==> config.mk <==
export PLATFORM = sky130hd
export DESIGN_NAME = rf_writeback_queue_flat
export DESIGN_NICKNAME = d
export VERILOG_FILES = /design/src/rtl/rf_writeback_queue_if.sv /design/src/rtl/rf_writeback_queue.sv /design/src/flat_wrapper.sv
export SDC_FILE = /design/constraint.sdc
export NUM_CORES = 1
export LEC_CHECK = 0
export ABC_CLOCK_PERIOD_IN_PS = 7700
export BUFFER_PORTS_ARGS = -buffer_cell sky130_fd_sc_hd__buf_2
export CELL_PAD_IN_SITES_DETAIL_PLACEMENT = 1
export CELL_PAD_IN_SITES_GLOBAL_PLACEMENT = 2
export CORE_UTILIZATION = 41
export CTS_BUF_LIST = sky130_fd_sc_hd__clkbuf_2 sky130_fd_sc_hd__clkbuf_4 sky130_fd_sc_hd__clkbuf_8
export CTS_CLUSTER_DIAMETER = 60
export DETAILED_ROUTE_END_ITERATION = 10
export PLACE_DENSITY = 0.94
export SYNTH_ARGS = -nofsm -noshare
export SYNTH_HDL_FRONTEND = slang
export SYNTH_SLANG_ARGS = --single-unit
==> constraint.sdc <==
create_clock -name Clk -period 7.7 [get_ports Clk]
set_clock_uncertainty 0.2 [all_clocks]
set_input_delay 0.385 -clock Clk [delete_from_list [all_inputs] [get_ports Clk]]
set_output_delay 0.385 -clock Clk [all_outputs]
set_load 0.05 [all_outputs]
==> src/rtl/rf_writeback_queue_if.sv <==
// Writeback queue bus: MEM/ALU request channels, regfile write port and
// queue status. Optional forwarding lookup ports exist only when
// RFWB_FWD_EN is defined.
interface rf_writeback_queue_if #(
  parameter int DEPTH = 4,
  parameter int AW    = 5,
  parameter int DW    = 32
);
  localparam int CW = $clog2(DEPTH + 1);

  logic          MemValid;
  logic          MemReady;
  logic [AW-1:0] MemAddr;
  logic [DW-1:0] MemData;
  logic          AluValid;
  logic          AluReady;
  logic [AW-1:0] AluAddr;
  logic [DW-1:0] AluData;
  logic [AW-1:0] Awr;
  logic [DW-1:0] Din;
  logic          WrEn;
  logic [CW-1:0] Count;
  logic          Full;
  logic          Empty;
`ifdef RFWB_FWD_EN
  logic [AW-1:0] Ard1;
  logic [AW-1:0] Ard2;
  logic          Hit1;
  logic          Hit2;
  logic [DW-1:0] Fwd1;
  logic [DW-1:0] Fwd2;
`endif

  // Requester / observer side
  modport master (
    output MemValid, MemAddr, MemData, AluValid, AluAddr, AluData,
`ifdef RFWB_FWD_EN
    output Ard1, Ard2,
    input  Hit1, Hit2, Fwd1, Fwd2,
`endif
    input  MemReady, AluReady, Awr, Din, WrEn, Count, Full, Empty
  );

  // Queue side
  modport slave (
    input  MemValid, MemAddr, MemData, AluValid, AluAddr, AluData,
`ifdef RFWB_FWD_EN
    input  Ard1, Ard2,
    output Hit1, Hit2, Fwd1, Fwd2,
`endif
    output MemReady, AluReady, Awr, Din, WrEn, Count, Full, Empty
  );
endinterface

==> src/rtl/rf_writeback_queue.sv <==
// Writeback queue feeding the regfile write port. MEM and ALU results are
// buffered in a DEPTH-entry FIFO (MEM ahead of ALU when both arrive) and the
// head retires one entry per cycle. r0 writes are acknowledged but dropped.
// Optional macro RFWB_FWD_EN adds a combinational two-port forwarding lookup
// over the queued entries.
module rf_writeback_queue #(
  parameter int DEPTH = 4,
  parameter int AW    = 5,
  parameter int DW    = 32
) (
  input logic              Clk,
  input logic              Rstn,
  rf_writeback_queue_if.slave bus
);
  localparam int CW = $clog2(DEPTH + 1);
  localparam int PW = $clog2(DEPTH);

  typedef struct packed {
    logic [AW-1:0] addr;
    logic [DW-1:0] data;
  } entry_t;

  entry_t [DEPTH-1:0] mem_q, mem_d;
  logic [PW-1:0]      wp_q, wp_d;
  logic [PW-1:0]      rp_q, rp_d;
  logic [CW-1:0]      cnt_q, cnt_d;

  logic          empty;
  logic          pop;
  logic [CW:0]   free_slots;
  logic [CW:0]   alu_need;
  logic          mem_ready;
  logic          alu_ready;
  logic          mem_push;
  logic          alu_push;

  assign empty = (cnt_q == '0);
  assign pop   = ~empty;

  // Free slots count the head leaving this cycle, so a full queue still
  // takes one request per cycle. Readies depend on Count and MemValid only.
  always_comb begin
    free_slots = (CW+1)'(DEPTH) - {1'b0, cnt_q} + {{CW{1'b0}}, pop};
    alu_need   = {{CW{1'b0}}, 1'b1} + {{CW{1'b0}}, bus.MemValid};
    mem_ready  = (free_slots >= (CW+1)'(1));
    alu_ready  = (free_slots >= alu_need);
    mem_push   = bus.MemValid & mem_ready & (bus.MemAddr != '0);
    alu_push   = bus.AluValid & alu_ready & (bus.AluAddr != '0);
  end

  // Next-state: MEM lands at wp, ALU behind it; head advances on every write.
  always_comb begin
    mem_d = mem_q;
    if (mem_push) mem_d[wp_q] = '{addr: bus.MemAddr, data: bus.MemData};
    if (alu_push) mem_d[wp_q + PW'(mem_push)] = '{addr: bus.AluAddr, data: bus.AluData};
    wp_d  = wp_q + PW'(mem_push) + PW'(alu_push);
    rp_d  = rp_q + PW'(pop);
    cnt_d = cnt_q + CW'(mem_push) + CW'(alu_push) - CW'(pop);
  end

  // Queue state; reset discards every pending entry.
  always_ff @(posedge Clk or negedge Rstn) begin
    if (!Rstn) begin
      mem_q <= '0;
      wp_q  <= '0;
      rp_q  <= '0;
      cnt_q <= '0;
    end else begin
      mem_q <= mem_d;
      wp_q  <= wp_d;
      rp_q  <= rp_d;
      cnt_q <= cnt_d;
    end
  end

  assign bus.MemReady = mem_ready;
  assign bus.AluReady = alu_ready;
  assign bus.WrEn     = pop;
  assign bus.Awr      = empty ? '0 : mem_q[rp_q].addr;
  assign bus.Din      = empty ? '0 : mem_q[rp_q].data;
  assign bus.Count    = cnt_q;
  assign bus.Full     = (cnt_q == CW'(DEPTH));
  assign bus.Empty    = empty;

`ifdef RFWB_FWD_EN
  logic [PW-1:0] fidx;

  // Walk oldest to youngest so the last match (youngest) wins; the head is
  // included, this cycle's incoming requests are not.
  always_comb begin
    bus.Hit1 = 1'b0;
    bus.Hit2 = 1'b0;
    bus.Fwd1 = '0;
    bus.Fwd2 = '0;
    fidx     = '0;
    for (int i = 0; i < DEPTH; i++) begin
      fidx = rp_q + PW'(i);
      if (CW'(i) < cnt_q) begin
        if ((bus.Ard1 != '0) && (mem_q[fidx].addr == bus.Ard1)) begin
          bus.Hit1 = 1'b1;
          bus.Fwd1 = mem_q[fidx].data;
        end
        if ((bus.Ard2 != '0) && (mem_q[fidx].addr == bus.Ard2)) begin
          bus.Hit2 = 1'b1;
          bus.Fwd2 = mem_q[fidx].data;
        end
      end
    end
  end
`endif
endmodule

==> src/flat_wrapper.sv <==
// flat-port wrapper written by rule: the top's interface ports become plain ports
module rf_writeback_queue_flat 
#(
  parameter int DEPTH = 4,
  parameter int AW    = 5,
  parameter int DW    = 32
)
  (Clk, Rstn, bus_MemValid, bus_MemAddr, bus_MemData, bus_AluValid, bus_AluAddr, bus_AluData, bus_MemReady, bus_AluReady, bus_Awr, bus_Din, bus_WrEn, bus_Count, bus_Full, bus_Empty);
  rf_writeback_queue_if #(.DEPTH(DEPTH), .AW(AW), .DW(DW)) bus_i ();
  input logic Clk;
  input logic Rstn;
  input wire logic [$bits(bus_i.MemValid)-1:0] bus_MemValid;
  input wire logic [$bits(bus_i.MemAddr)-1:0] bus_MemAddr;
  input wire logic [$bits(bus_i.MemData)-1:0] bus_MemData;
  input wire logic [$bits(bus_i.AluValid)-1:0] bus_AluValid;
  input wire logic [$bits(bus_i.AluAddr)-1:0] bus_AluAddr;
  input wire logic [$bits(bus_i.AluData)-1:0] bus_AluData;
  output wire logic [$bits(bus_i.MemReady)-1:0] bus_MemReady;
  output wire logic [$bits(bus_i.AluReady)-1:0] bus_AluReady;
  output wire logic [$bits(bus_i.Awr)-1:0] bus_Awr;
  output wire logic [$bits(bus_i.Din)-1:0] bus_Din;
  output wire logic [$bits(bus_i.WrEn)-1:0] bus_WrEn;
  output wire logic [$bits(bus_i.Count)-1:0] bus_Count;
  output wire logic [$bits(bus_i.Full)-1:0] bus_Full;
  output wire logic [$bits(bus_i.Empty)-1:0] bus_Empty;
  assign bus_i.MemValid = bus_MemValid;
  assign bus_i.MemAddr = bus_MemAddr;
  assign bus_i.MemData = bus_MemData;
  assign bus_i.AluValid = bus_AluValid;
  assign bus_i.AluAddr = bus_AluAddr;
  assign bus_i.AluData = bus_AluData;
  assign bus_MemReady = bus_i.MemReady;
  assign bus_AluReady = bus_i.AluReady;
  assign bus_Awr = bus_i.Awr;
  assign bus_Din = bus_i.Din;
  assign bus_WrEn = bus_i.WrEn;
  assign bus_Count = bus_i.Count;
  assign bus_Full = bus_i.Full;
  assign bus_Empty = bus_i.Empty;
  rf_writeback_queue #(.DEPTH(DEPTH), .AW(AW), .DW(DW)) u_core (.Clk(Clk), .Rstn(Rstn), .bus(bus_i));
endmodule
==> impl_metrics.ini <==
[routing]
avgViaCountPerCell = 7.09
post_drt_wl_per_cell_um = 26.1
drt_drc_violations_left = 0
final_antenna_net_count = 0
postRouteWirelength_mm = 36.1
num_vias = 9809
drtIter0Drc = 942
drtPass1Iterations = 5

[logic_synthesis]
synth_nets = 1136
ys_top_cells_by_area = dfrtp_1, or4b_1, o31ai_1
dominantRegCellSynth = dfrtp_1
ys_warn_count = 0
avgSynthCellArea_um2 = 10.0
yosys.area.top_type = dfrtp_1
ys_ff_latch = 155
netlist.area_leader.share_pct = 36.9
syn-cell-area_um2 = 10500
syn_inst = 1048
synth_cell_types = 30
async_reset_ff_share_pct = 100
seq_area_frac_synth_pct = 36.9
synth_edf_count = 0

[floorplanning]
start_util_pct = 41.7
dieHeight_um = 162
std_cell_rows = 58
die-area_um2 = 26300
ios = 123
die_w_um = 162
coreArea_um2 = 25200

[cts]
post_cts_resized = 0
clockBufferDepth = 2
clock_sinks = 155
clk_pin_slew_worst_paths_ps = 90
htreeDepth = 4
clk_latency_ps = 470
cts_root_buf = clkbuf_8
cts_tree = done
cts-buffers-inserted = 17
cts_setup_buffers = 0

[placed_design]
portBuffers = 122
hpwlAfterDp_mm = 19.7
place_congestion = 0.756

[sta]
finalSetupTns_ps = 0
worst_slew_pin_slew_ps = 1400
grt_setup_unrepaired = false
post-route-period-util_pct = 66.5
fin_crit_ps = 5120
clock.fmax_ghz = 0.195
hold_viol_final = 0
final_max_slew_viol_count = 0
setup_violations = 0
maxSlewHeadroom_pct = 6.39

[outcome]
status = finished clean

[setup_path]
end_kind = flop
arrival_ps = 5250
critical_path_required_ps = 7830
ff2ff_setup_slack_ps = 2580
crit_type = reg -> reg
slowest_delay_ps = 870
timing.critical_path.from = u_core.bus.Count[1]$_DFF_PN0_
crit_slowest_cell = or2_2
crit_path_cell_trace = nor3_2 -> buf_4 -> ha_1 -> xor2_1 -> o31a_2 -> nor2_1 -> ha_1 -> xnor2_1 -> or2_2 -> or3_1 -> buf_4 -> a31oi_1
path_max_fanout = 40
cp-start-kind = flop
timing.rr.start = u_core.bus.Count[1]$_DFF_PN0_

[cells_and_area]
drive_above_1_share_pct = 21.3
nNetsFinal = 1127
syn2layout_area_growth_pct = 8.73

[grt]
overflow = 0
track_usage_pct = 27.8
grt_max_degree = 298
first_global_vias = 10000
antenna_found_initial = 1
grt_pass1_wl_mm = 57.9

[worst_hold_path]
min_from = bus_AluData[12]
min_path_type = in -> reg

[flow_run]
max_cap_viol_count = 0
[per-stage QoR]
step / worst slack [ps] / hold WS [ps] / util [%] / cell area [um^2] / instances
after floorplan: 2660 / -111 / - / 10500 / 1048
after global placement: 2920 / 333 / 43.6 / 11000 / 1349
after detailed placement: 2700 / 336 / 43.6 / 11000 / 1349
after CTS: 2670 / 54.3 / 45.4 / 11400 / 1382
after global routing: 2340 / 59.2 / 45.4 / 11400 / 1383
final: 2580 / 75.2 / 45.4 / 11400 / 1383
[state kept, by name (all words and copies together) (netlist names)]
register and flops:
u_core.wp_q 2, u_core.rp_q 2, u_core.bus.Count 3, u_core.mem_q 148
[routing by layer]
| metal | GRT usage (%) | vias to the layer above | share of wire, % |
|---|---|---|---|
| met5 | 0 | - | 0 |
| met3 | 3.50 | 66 | 5.2 |
| met1 | 39.6 | 5039 | 45 |
| met2 | 42.4 | 360 | 47 |
| li1 | - | 4344 | - |
| met4 | 11.7 | 0 | 2.7 |
[layout by cell type, fill, tap and decap left out, types with 15 or more instances in the layout]
cell type / n
buf_2: 121
clkbuf_8: 20
nor4_1: 148
mux4_2: 37
o31ai_1: 148
dfrtp_1: 153
nor2b_1: 37
or3_1: 24
a31oi_1: 148
or4b_1: 128
buf_4: 15
[cell usage after synthesis, drive strengths merged, types with 8 or more instances]
cell type and n:
dfrtp 155, mux4 37, nor2b 37, nand2b 11, or3 24, or4b 128, buf 54, inv 8
nand2 8, clkbuf 115, nor4 148, a31oi 148, o31ai 148, ha 8
[worst max-delay path, delay by kind of cell, from the launching register on]
kind,cells,cell delay [ps]
simple gates,4,1960
buf+inv,2,890
xor+xnor,2,650
flops,1,460
fa+ha+maj,2,450
compound gates,2,350
[cell type report]
type / instances / area [um^2]
fill: 2791 / 13800
tap: 330 / 413
sequential: 155 / 3880
multi-input combinational: 716 / 5870
clock inverter: 11 / 143
timing repair buffer: 141 / 800
inverter: 8 / 30.0
antenna: 1 / 2.50
clock buffer: 21 / 283
[cell families after synthesis]
group	count (synthesis)	share of synthesized area, %
adders and majority gates	10	1.33
xor gates and xnor gates	5	0.417
AOI/OAI and AO/OA	300	19.8
and+or+nand+nor	364	26.1
DFF	155	36.9
buffers and inverters	177	7.51
muxes	37	7.93
[final timing paths]
| path | endpoint | cells past startpoint |
|---|---|---|
| hold reg to reg | u_core.mem_q[7]$_DFF_PN0_ | 2 |
| hold / removal | u_core.mem_q[49]$_DFF_PN0_ | 3 |
| setup / recovery | u_core.mem_q[94]$_DFF_PN0_ | 12 |
| min in group asynchronous | u_core.mem_q[53]$_DFF_PN0_ | 2 |
| setup reg to reg | u_core.mem_q[94]$_DFF_PN0_ | 12 |
| max in group asynchronous | u_core.rp_q[1]$_DFF_PN0_ | 3 |
[what timing repair did]
item | 4_1_cts | 5_1_grt
hold buffers | 1 | 0
setup endpoints to repair | 0 | 0
endpoints found under the hold margin | 87 | 0
Power is not shown: default switching activity piles up to over one toggle a cycle in this logic, so the estimate is an artifact.
